==> src/rtl/spi_prog_loader_pkg.sv <==
// Shared definitions for the SPI program loader: frame geometry, data-cache
// depth, loader state encodings and error codes.
// Optional feature macro: LOADER_PARITY_EN (adds a trailing odd-parity bit).
package spi_prog_loader_pkg;

    localparam int DATAPATH_W = 8;
    localparam int DATA_W     = DATAPATH_W;
    localparam int ADDR_W     = 4;
    localparam int PAYLOAD_W  = DATA_W + ADDR_W;
    localparam int DMEM_SZ    = 15;

`ifdef LOADER_PARITY_EN
    localparam int FRAME_LEN  = PAYLOAD_W + 1;
`else
    localparam int FRAME_LEN  = PAYLOAD_W;
`endif

    localparam int CNT_W      = $clog2(FRAME_LEN);

    localparam logic [1:0] ST_IDLE  = 2'd0;
    localparam logic [1:0] ST_SHIFT = 2'd1;
    localparam logic [1:0] ST_HOLD  = 2'd2;

    localparam logic [1:0] ERR_NONE   = 2'd0;
    localparam logic [1:0] ERR_SHORT  = 2'd1;
    localparam logic [1:0] ERR_COLL   = 2'd2;
    localparam logic [1:0] ERR_PARITY = 2'd3;

    // Parity bit the master appends: XOR of all payload bits.
    function automatic logic odd_parity(input logic [PAYLOAD_W-1:0] v);
        return ^v;
    endfunction

endpackage

==> src/rtl/spi_prog_loader_frame_shifter.sv <==
// MSB-first serial-to-parallel shifter with a wrapping bit counter.
// word_o includes the bit being sampled this cycle, so the owner can
// capture a complete frame on the same edge that takes the last bit.
module spi_prog_loader_frame_shifter #(
    parameter int W  = 12,
    parameter int CW = $clog2(W)
) (
    input  logic          clk,
    input  logic          rst,
    input  logic          clr_i,
    input  logic          shift_en_i,
    input  logic          bit_i,
    output logic [W-1:0]  word_o,
    output logic          last_bit_o,
    output logic [CW-1:0] cnt_o
);

    logic [W-2:0]  shift_q;
    logic [CW-1:0] cnt_q;

    assign word_o     = {shift_q, bit_i};
    assign last_bit_o = (cnt_q == CW'(W - 1));
    assign cnt_o      = cnt_q;

    // Shift register: takes one bit per enabled cycle.
    always_ff @(posedge clk) begin
        if (rst) begin
            shift_q <= '0;
        end else if (shift_en_i) begin
            shift_q <= {shift_q[W-3:0], bit_i};
        end
    end

    // Bit counter: wraps at the frame boundary, cleared whenever not shifting.
    always_ff @(posedge clk) begin
        if (rst || clr_i) begin
            cnt_q <= '0;
        end else if (shift_en_i) begin
            cnt_q <= last_bit_o ? '0 : cnt_q + CW'(1);
        end
    end

endmodule

==> src/rtl/spi_prog_loader.sv <==
// Serial front end of the tiny processor: deserialises MOSI frames
// (data MSB first, then address) and issues one-cycle write strobes to the
// instruction or data cache. Owns frame validation and the sticky error code.
// Optional feature macro: LOADER_PARITY_EN (13-bit frames, trailing parity).
//
//  state    | meaning
//  ---------+-------------------------------------------------------------
//  ST_IDLE  | waiting for exactly one select low with proc_en low
//  ST_SHIFT | receiving bits for the latched target, frames back-to-back
//  ST_HOLD  | error parked until both selects are released
module spi_prog_loader
    import spi_prog_loader_pkg::*;
(
    input  logic              clk,
    input  logic              rst,
    input  logic              proc_en_i,
    input  logic              csi_n_i,
    input  logic              csd_n_i,
    input  logic              mosi_i,
    input  logic              err_clr_i,
    output logic [DATA_W-1:0] wr_data_o,
    output logic [ADDR_W-1:0] wr_addr_o,
    output logic              imem_we_o,
    output logic              dmem_we_o,
    output logic              busy_o,
    output logic [1:0]        err_code_o
);

    localparam logic [ADDR_W-1:0] DMEM_LIMIT = ADDR_W'(DMEM_SZ);

    logic [1:0]           state_q, state_d;
    logic                 tgt_q, tgt_d;           // 1 = data cache
    logic [1:0]           err_q, err_d, err_new;
    logic [DATA_W-1:0]    wr_data_q;
    logic [ADDR_W-1:0]    wr_addr_q;
    logic                 imem_we_q, dmem_we_q;
    logic                 strobe, accept, shift_en, shift_clr;
    logic [FRAME_LEN-1:0] word;
    logic                 last_bit;
    logic [CNT_W-1:0]     cnt;
    logic [PAYLOAD_W-1:0] payload;
    logic [DATA_W-1:0]    frame_data;
    logic [ADDR_W-1:0]    frame_addr;
    logic                 sel_i, sel_d, coll, tgt_low, frame_ok;

    assign sel_i      = ~csi_n_i &  csd_n_i;
    assign sel_d      =  csi_n_i & ~csd_n_i;
    assign coll       = ~csi_n_i & ~csd_n_i;
    assign tgt_low    = tgt_q ? ~csd_n_i : ~csi_n_i;

    assign payload    = word[FRAME_LEN-1 -: PAYLOAD_W];
    assign frame_data = payload[PAYLOAD_W-1 -: DATA_W];
    assign frame_addr = payload[ADDR_W-1:0];

`ifdef LOADER_PARITY_EN
    assign frame_ok   = (word[0] == odd_parity(payload));
`else
    assign frame_ok   = 1'b1;
`endif

    assign shift_clr  = (state_d != ST_SHIFT);

    spi_prog_loader_frame_shifter #(
        .W  (FRAME_LEN),
        .CW (CNT_W)
    ) u_shifter (
        .clk        (clk),
        .rst        (rst),
        .clr_i      (shift_clr),
        .shift_en_i (shift_en),
        .bit_i      (mosi_i),
        .word_o     (word),
        .last_bit_o (last_bit),
        .cnt_o      (cnt)
    );

    // Next-state, shift control and frame-completion checks.
    always_comb begin
        state_d  = state_q;
        tgt_d    = tgt_q;
        shift_en = 1'b0;
        accept   = 1'b0;
        strobe   = 1'b0;
        err_new  = ERR_NONE;
        case (state_q)
            ST_IDLE: begin
                if (proc_en_i) begin
                    state_d = ST_IDLE;
                end else if (coll) begin
                    state_d = ST_HOLD;
                    err_new = ERR_COLL;
                end else if (sel_i || sel_d) begin
                    state_d  = ST_SHIFT;
                    tgt_d    = sel_d;
                    shift_en = 1'b1;
                end
            end
            ST_SHIFT: begin
                if (proc_en_i) begin
                    state_d = ST_IDLE;
                end else if (coll) begin
                    state_d = ST_HOLD;
                    err_new = ERR_COLL;
                end else if (!tgt_low) begin
                    // Release (or select switch) ends the burst; mid-frame is an error.
                    state_d = ST_IDLE;
                    if (cnt != '0) begin
                        err_new = ERR_SHORT;
                    end
                end else begin
                    shift_en = 1'b1;
                    if (last_bit) begin
                        if (!frame_ok) begin
                            state_d = ST_HOLD;
                            err_new = ERR_PARITY;
                        end else begin
                            accept = 1'b1;
                            if (tgt_q && (frame_addr >= DMEM_LIMIT)) begin
                                state_d = ST_HOLD;
                                err_new = ERR_COLL;
                            end else begin
                                strobe = 1'b1;
                            end
                        end
                    end
                end
            end
            ST_HOLD: begin
                if (proc_en_i || (csi_n_i && csd_n_i)) begin
                    state_d = ST_IDLE;
                end
            end
            default: state_d = ST_IDLE;
        endcase
    end

    // Sticky error: first error wins; a new error beats a simultaneous clear.
    always_comb begin
        err_d = err_q;
        if (err_clr_i) begin
            err_d = ERR_NONE;
        end
        if ((err_new != ERR_NONE) && ((err_q == ERR_NONE) || err_clr_i)) begin
            err_d = err_new;
        end
    end

    // FSM state, latched target and error register.
    always_ff @(posedge clk) begin
        if (rst) begin
            state_q <= ST_IDLE;
            tgt_q   <= 1'b0;
            err_q   <= ERR_NONE;
        end else begin
            state_q <= state_d;
            tgt_q   <= tgt_d;
            err_q   <= err_d;
        end
    end

    // Captured word and one-cycle cache write strobes.
    always_ff @(posedge clk) begin
        if (rst) begin
            wr_data_q <= '0;
            wr_addr_q <= '0;
            imem_we_q <= 1'b0;
            dmem_we_q <= 1'b0;
        end else begin
            if (accept) begin
                wr_data_q <= frame_data;
                wr_addr_q <= frame_addr;
            end
            imem_we_q <= strobe & ~tgt_q;
            dmem_we_q <= strobe &  tgt_q;
        end
    end

    assign wr_data_o  = wr_data_q;
    assign wr_addr_o  = wr_addr_q;
    assign imem_we_o  = imem_we_q;
    assign dmem_we_o  = dmem_we_q;
    assign busy_o     = (state_q != ST_IDLE);
    assign err_code_o = err_q;

endmodule

==> config.mk <==
export PLATFORM = sky130hd
export DESIGN_NAME = spi_prog_loader
export DESIGN_NICKNAME = d
export VERILOG_FILES = /design/src/rtl/spi_prog_loader_pkg.sv /design/src/rtl/spi_prog_loader_frame_shifter.sv /design/src/rtl/spi_prog_loader.sv
export SDC_FILE = /design/constraint.sdc
export NUM_CORES = 1
export LEC_CHECK = 0
export ABC_AREA = 1
export CAP_MARGIN = 20
export CORE_ASPECT_RATIO = 0.75
export CORE_MARGIN = 2
export CORE_UTILIZATION = 65
export CTS_BUF_LIST = sky130_fd_sc_hd__clkbuf_4 sky130_fd_sc_hd__clkbuf_8
export CTS_CLUSTER_DIAMETER = 120
export CTS_CLUSTER_SIZE = 28
export DETAILED_ROUTE_END_ITERATION = 7
export DONT_BUFFER_PORTS = 1
export GPL_ROUTABILITY_DRIVEN = 0
export PLACE_DENSITY = 0.9
export REMOVE_ABC_BUFFERS = 1
export SKIP_LAST_GASP = 1
export SYNTH_ARGS = -nofsm -noshare
export SYNTH_HDL_FRONTEND = slang
export SYNTH_SLANG_ARGS = --single-unit
==> constraint.sdc <==
create_clock -name clk -period 2.3 [get_ports clk]
set_clock_uncertainty 0.2 [all_clocks]
set_input_delay 0.69 -clock clk [delete_from_list [all_inputs] [get_ports clk]]
set_output_delay 0.69 -clock clk [all_outputs]
set_load 0.02 [all_outputs]
; ---- Word level (Yosys, flattened, before mapping)
; Index checks and enable logic that the tools add are counted.
[totals]
reg_bits = 34
inputBits = 7
[op_classes]
add_sub_neg = 1
n_lt_le_gt_ge = 1
eq_ne = 4
muxes = 41
bitwise = 10
n_reduce_logical = 14
[ops]
columns = op, count
row1 = 2-bit two-way mux, 18
row2 = 1-bit two-way mux, 19
row3 = 2-bit one-hot mux with 3 select lines, 1
row4 = 2-bit nonzero test, 3
row5 = 1-bit bitwise AND, 5
row6 = 1-bit inverter, 5
row7 = 4-bit by 1-bit adder with 4-bit output (second input constant), 1
row8 = 4-bit equality test (second input constant), 1
row9 = 4-bit greater-or-equal comparator (second input constant), 1
row10 = 2-bit logical NOT, 2
row11 = 1-bit logical OR, 4
row12 = 4-bit two-way mux, 1
row13 = 2-bit one-hot mux with 2 select lines, 1
row14 = 4-bit AND reduction, 1
row15 = 4-bit nonzero test, 1
row16 = 1-bit logical AND, 3
row17 = 2-bit by 1-bit equality test with 1-bit output (second input constant), 1
row18 = 2-bit equality test (second input constant), 1
row19 = 2-bit by 1-bit inequality test with 1-bit output (second input constant), 1
row20 = 1-bit one-hot mux with 2 select lines, 1

; ---- Longest topological paths before layout
[logic_depth]
ltp_word = 11
ltp_mapped = 10
ltp_nobuf = 9

; ---- Hierarchy
; From an unflattened synthesis, not the netlist that was laid out.
[unflattened]
cells_unflattened = 195
hier_area_um2 = 1569.0
[modules_own_cells]
columns = mod, n_inst, cells_each, area_each_um2, seq_area_each_um2
row1 = spi_prog_loader, 1, 116, 914.6, 380.4
row2 = spi_prog_loader_frame_shifter, 1, 79, 654.4, 300.3

; ---- Worst setup path before layout
; OpenSTA, ideal clock, no wires.
[synth_path]
path_type = in2reg
start = in csi_n_i
end = reg wr_addr_q[3], in the netlist wr_addr_o[3]
setup_ns = 0.138
t_arrival_ns = 1.647
t_required_ns = 1.962
path_slack_ns = 0.315
stages = 9
path_buffers = 1
path_cell_list = inv_1 -> ha_1 -> inv_1 -> nand3_2 -> nor2_4 -> nand2_2 -> buf_2 -> nand2_1 -> a21oi_2
[synth_via]
elab_chain_cells = 6
[synth_lines]
columns = item, line_no
row1 = "start, declared", spi_prog_loader.sv:17  ; input logic csi_n_i,
row2 = 1-bit inverter *, "spi_prog_loader.sv:48, spi_prog_loader.sv:49"
row3 = 1-bit two-way mux, spi_prog_loader.sv:49  ; assign tgt_low = tgt_q ? ~csd_n_i : ~csi_n_i;
row4 = 1-bit two-way mux, spi_prog_loader.sv:104  ; end else if (!tgt_low) begin
row5 = 1-bit two-way mux *, spi_prog_loader.sv:101  ; end else if (coll) begin
row6 = 1-bit two-way mux *, spi_prog_loader.sv:99  ; if (proc_en_i) begin
row7 = 1-bit two-way mux *, spi_prog_loader.sv:85  ; case (state_q)
row8 = "end signal, assigned", spi_prog_loader.sv:171  ; wr_addr_q <= frame_addr;
row9 = "end, declared", spi_prog_loader.sv:35  ; logic [ADDR_W-1:0] wr_addr_q;
; Mark *: on every way between the ends. The rest lies on a longest branch, timed or not.
; A chain may end at the register's enable or synchronous reset.

; ---- Final worst setup path
[layout_path]
start = reg state_q[1]
end = out busy_o
[layout_via]
elab_chain_cells = 1
[layout_lines]
columns = item, line_no
row1 = "start, declared", spi_prog_loader.sv:31  ; logic [1:0] state_q, state_d;
row2 = "start signal, assigned", spi_prog_loader.sv:155  ; state_q <= state_d;
row3 = 2-bit nonzero test, spi_prog_loader.sv:182  ; assign busy_o = (state_q != ST_IDLE);
row4 = "end, declared", spi_prog_loader.sv:25  ; output logic busy_o,
; No other way between the ends.

==> metrics <==
run status=finished, final reports clean; drt total wl=3010 µm; Cell Rows=15; Seq cells post-synth=34; Max Slew Vio Count=0; overall global routing resource usage=23.9%; P_leak=0.585 nW; crit path kind=register to primary output; Worst VDD drop=around 380 µV; core area=about 2300 µm²; Tcrit/Tclk final=a little under nine tenths; cell area power density=625 nW/µm²; Startpoint Class=register; Area Overhead vs Synth=3.90%; Clock transition at path regs=0.10 ns; CTS Sinks=34; # diodes=0; Post-Layout Cell Count=233; Final #Nets=210; Yosys warning total=0; endpoints failing setup=0; filler cell count=184; Worst Tran Pin Value=around 0.33 ns; Synth Instances=roughly 200; drt via density=5.25; die height=46.6 µm; first-pass GRT wire length=between 4000 and 5000 µm; ANT nets after route=0; CTS Root Cell=clkbuf_4; initial antenna violation count=0; largest net degree at the start of global routing=30; crit path DAT=~1.1 ns; CTS Buffer Depth=2; GRT overflow=0; post-cts resize count=0; WL/cell=roughly 13 µm; Fin. Hold Viols=0; clock latency on the worst-skew pair=around 0.34 ns; slew margin rel.=approximately 78%; sequential-to-total area share from yosys stat=43.3%; Residual DRC=0; worst min path class=primary input to register; Netlist cell types=25; Via Count=between 1000 and 1500; setup TNS=0 ns; cts-stage hold buffer count=0; H-tree Lvls=2; Post-Syn Area per Cell=7.98 µm²; detailed placement HPWL=~2100 µm; Setup Fix Bufs, Post-CTS=0; MaxCap Viol Count=0; Post-Place Cells=225; Worst setup EP type=primary output; vias in the first global route=approximately 1100; DIE AREA=2830 µm²; CTS Buf Count=5; Syn Std Cell Area=1570 µm²; layout cells sized above 1=23.1%; RSZ-0062 raised after global routing=false; Worst EP required=around 1.4 ns; Initial Util=just under 70%; Initial DRT Pass Iterations=4; PortBufs=0; CTS tree=built; floorplan die width=60.8 µm; Tmin final=1.98 ns; Max Fanout on Critical Path=4; num ports=24; Max Clk Rate=0.505 GHz; initial drt markers=67
## synthesized netlist by cell type (all sizes together)
cell	n	share of area, %
a21oi	31	13
buf	8	3.8
clkinv	1	0.32
dfxtp	34	43
ha	5	4.0
inv	16	4.0
nand2	60	16
nand3	22	7.6
nand4	1	0.40
nor2	13	4.2
nor4	1	0.80
o21ai	3	0.95
xnor2	1	0.56
xor2	1	0.56
## state kept, by name, summed over array words and instances, names as in the netlist
name               flops
u_shifter.shift_q     11
wr_addr_o              4
dmem_we_o              1
state_q                2
u_shifter.cnt_o        4
wr_data_o              8
err_code_o             2
imem_we_o              1
tgt_q                  1
## critical path, stage by stage, from the launching register on
cell	delay [ns]
dfxtp_1	0.38
nor2_1	0.22
inv_1	0.16
## through the flow
stage / hold WS, ns / setup slack (ns) / instance area (µm²) / utilization [%] / power, mW
5_1_grt: 0.184 / 0.280 / 1630 / 71.4 / 1.06
2_1_floorplan: 0.243 / 0.299 / 1510 / - / 0.665
3_5_place_dp: 0.260 / 0.169 / 1570 / 68.6 / 0.680
4_1_cts: 0.201 / 0.337 / 1630 / 71.4 / 1.02
3_3_place_gp: 0.260 / 0.267 / 1570 / 68.6 / 0.677
6_report: 0.203 / 0.322 / 1630 / 71.4 / 1.02
## path summary, 6_finish.rpt
kind	start	to	slack (ns)	depth (start not counted)
worst max-delay path	state_q[1]	busy_o	0.32	2
worst min-delay path	rst	wr_data_o[7]	0.20	1
worst max register to register	u_shifter.cnt_o[0]	wr_data_o[1]	0.50	7
worst min register to register	u_shifter.shift_q[10]	wr_data_o[7]	0.27	2
## final cells by class
cell class                      count  area, µm²  area share (%)
Tap cell                           34       42.5            2.60
Clock inverter                      2       12.5           0.766
Timing Repair Buffer                2       15.0           0.919
Clock buffer                        6       51.3            3.14
Multi-Input combinational cell    138        764            46.8
Inverter                           17       67.6            4.13
Sequential cell                    34        681            41.7
## routing by layer
layer	wire [µm]	part of all wire, %	global-route usage [%]	vias up
met5	0	0	0	-
li1	-	-	-	640
met4	39	1.3	9.57	0
met3	129	4.3	6.74	5
met2	1360	45	36.8	26
met1	1480	49	31.8	553
## cell usage in the layout, fill, tap and decap left out, drive strengths merged
cell / instances
clkinv: 2
buf: 2
clkinvlp: 1
ha: 5
clkbuf: 6
xor2: 1
nor2: 13
xnor2: 1
nand4: 1
nor4: 1
inv: 16
nand2: 60
nand3: 22
dfxtp: 34
a21oi: 31
o21ai: 3
## cell families (layout without fill, tap and decap cells)
kind of cell	Yosys count	count (layout)	share of synthesized area, %
and+or+nand+nor	97	97	29.1
adders and majority gates	5	5	3.98
DFF	34	34	43.3
xor gates and xnor gates	2	2	1.11
buffers and inverters	25	27	8.11
AOI/OAI and AO/OA	34	34	14.4
## report_power, final
part | leakage, nW | internal, mW | switching, mW | total (mW)
Combinational | 0.277 | 0.0197 | 0.0481 | 0.0678
Sequential | 0.274 | 0.594 | 0.00600 | 0.600
Clock | 0.0343 | 0.147 | 0.206 | 0.353
Total | 0.585 | 0.761 | 0.260 | 1.02
No activity file was read; power rests on OpenSTA's default activity.
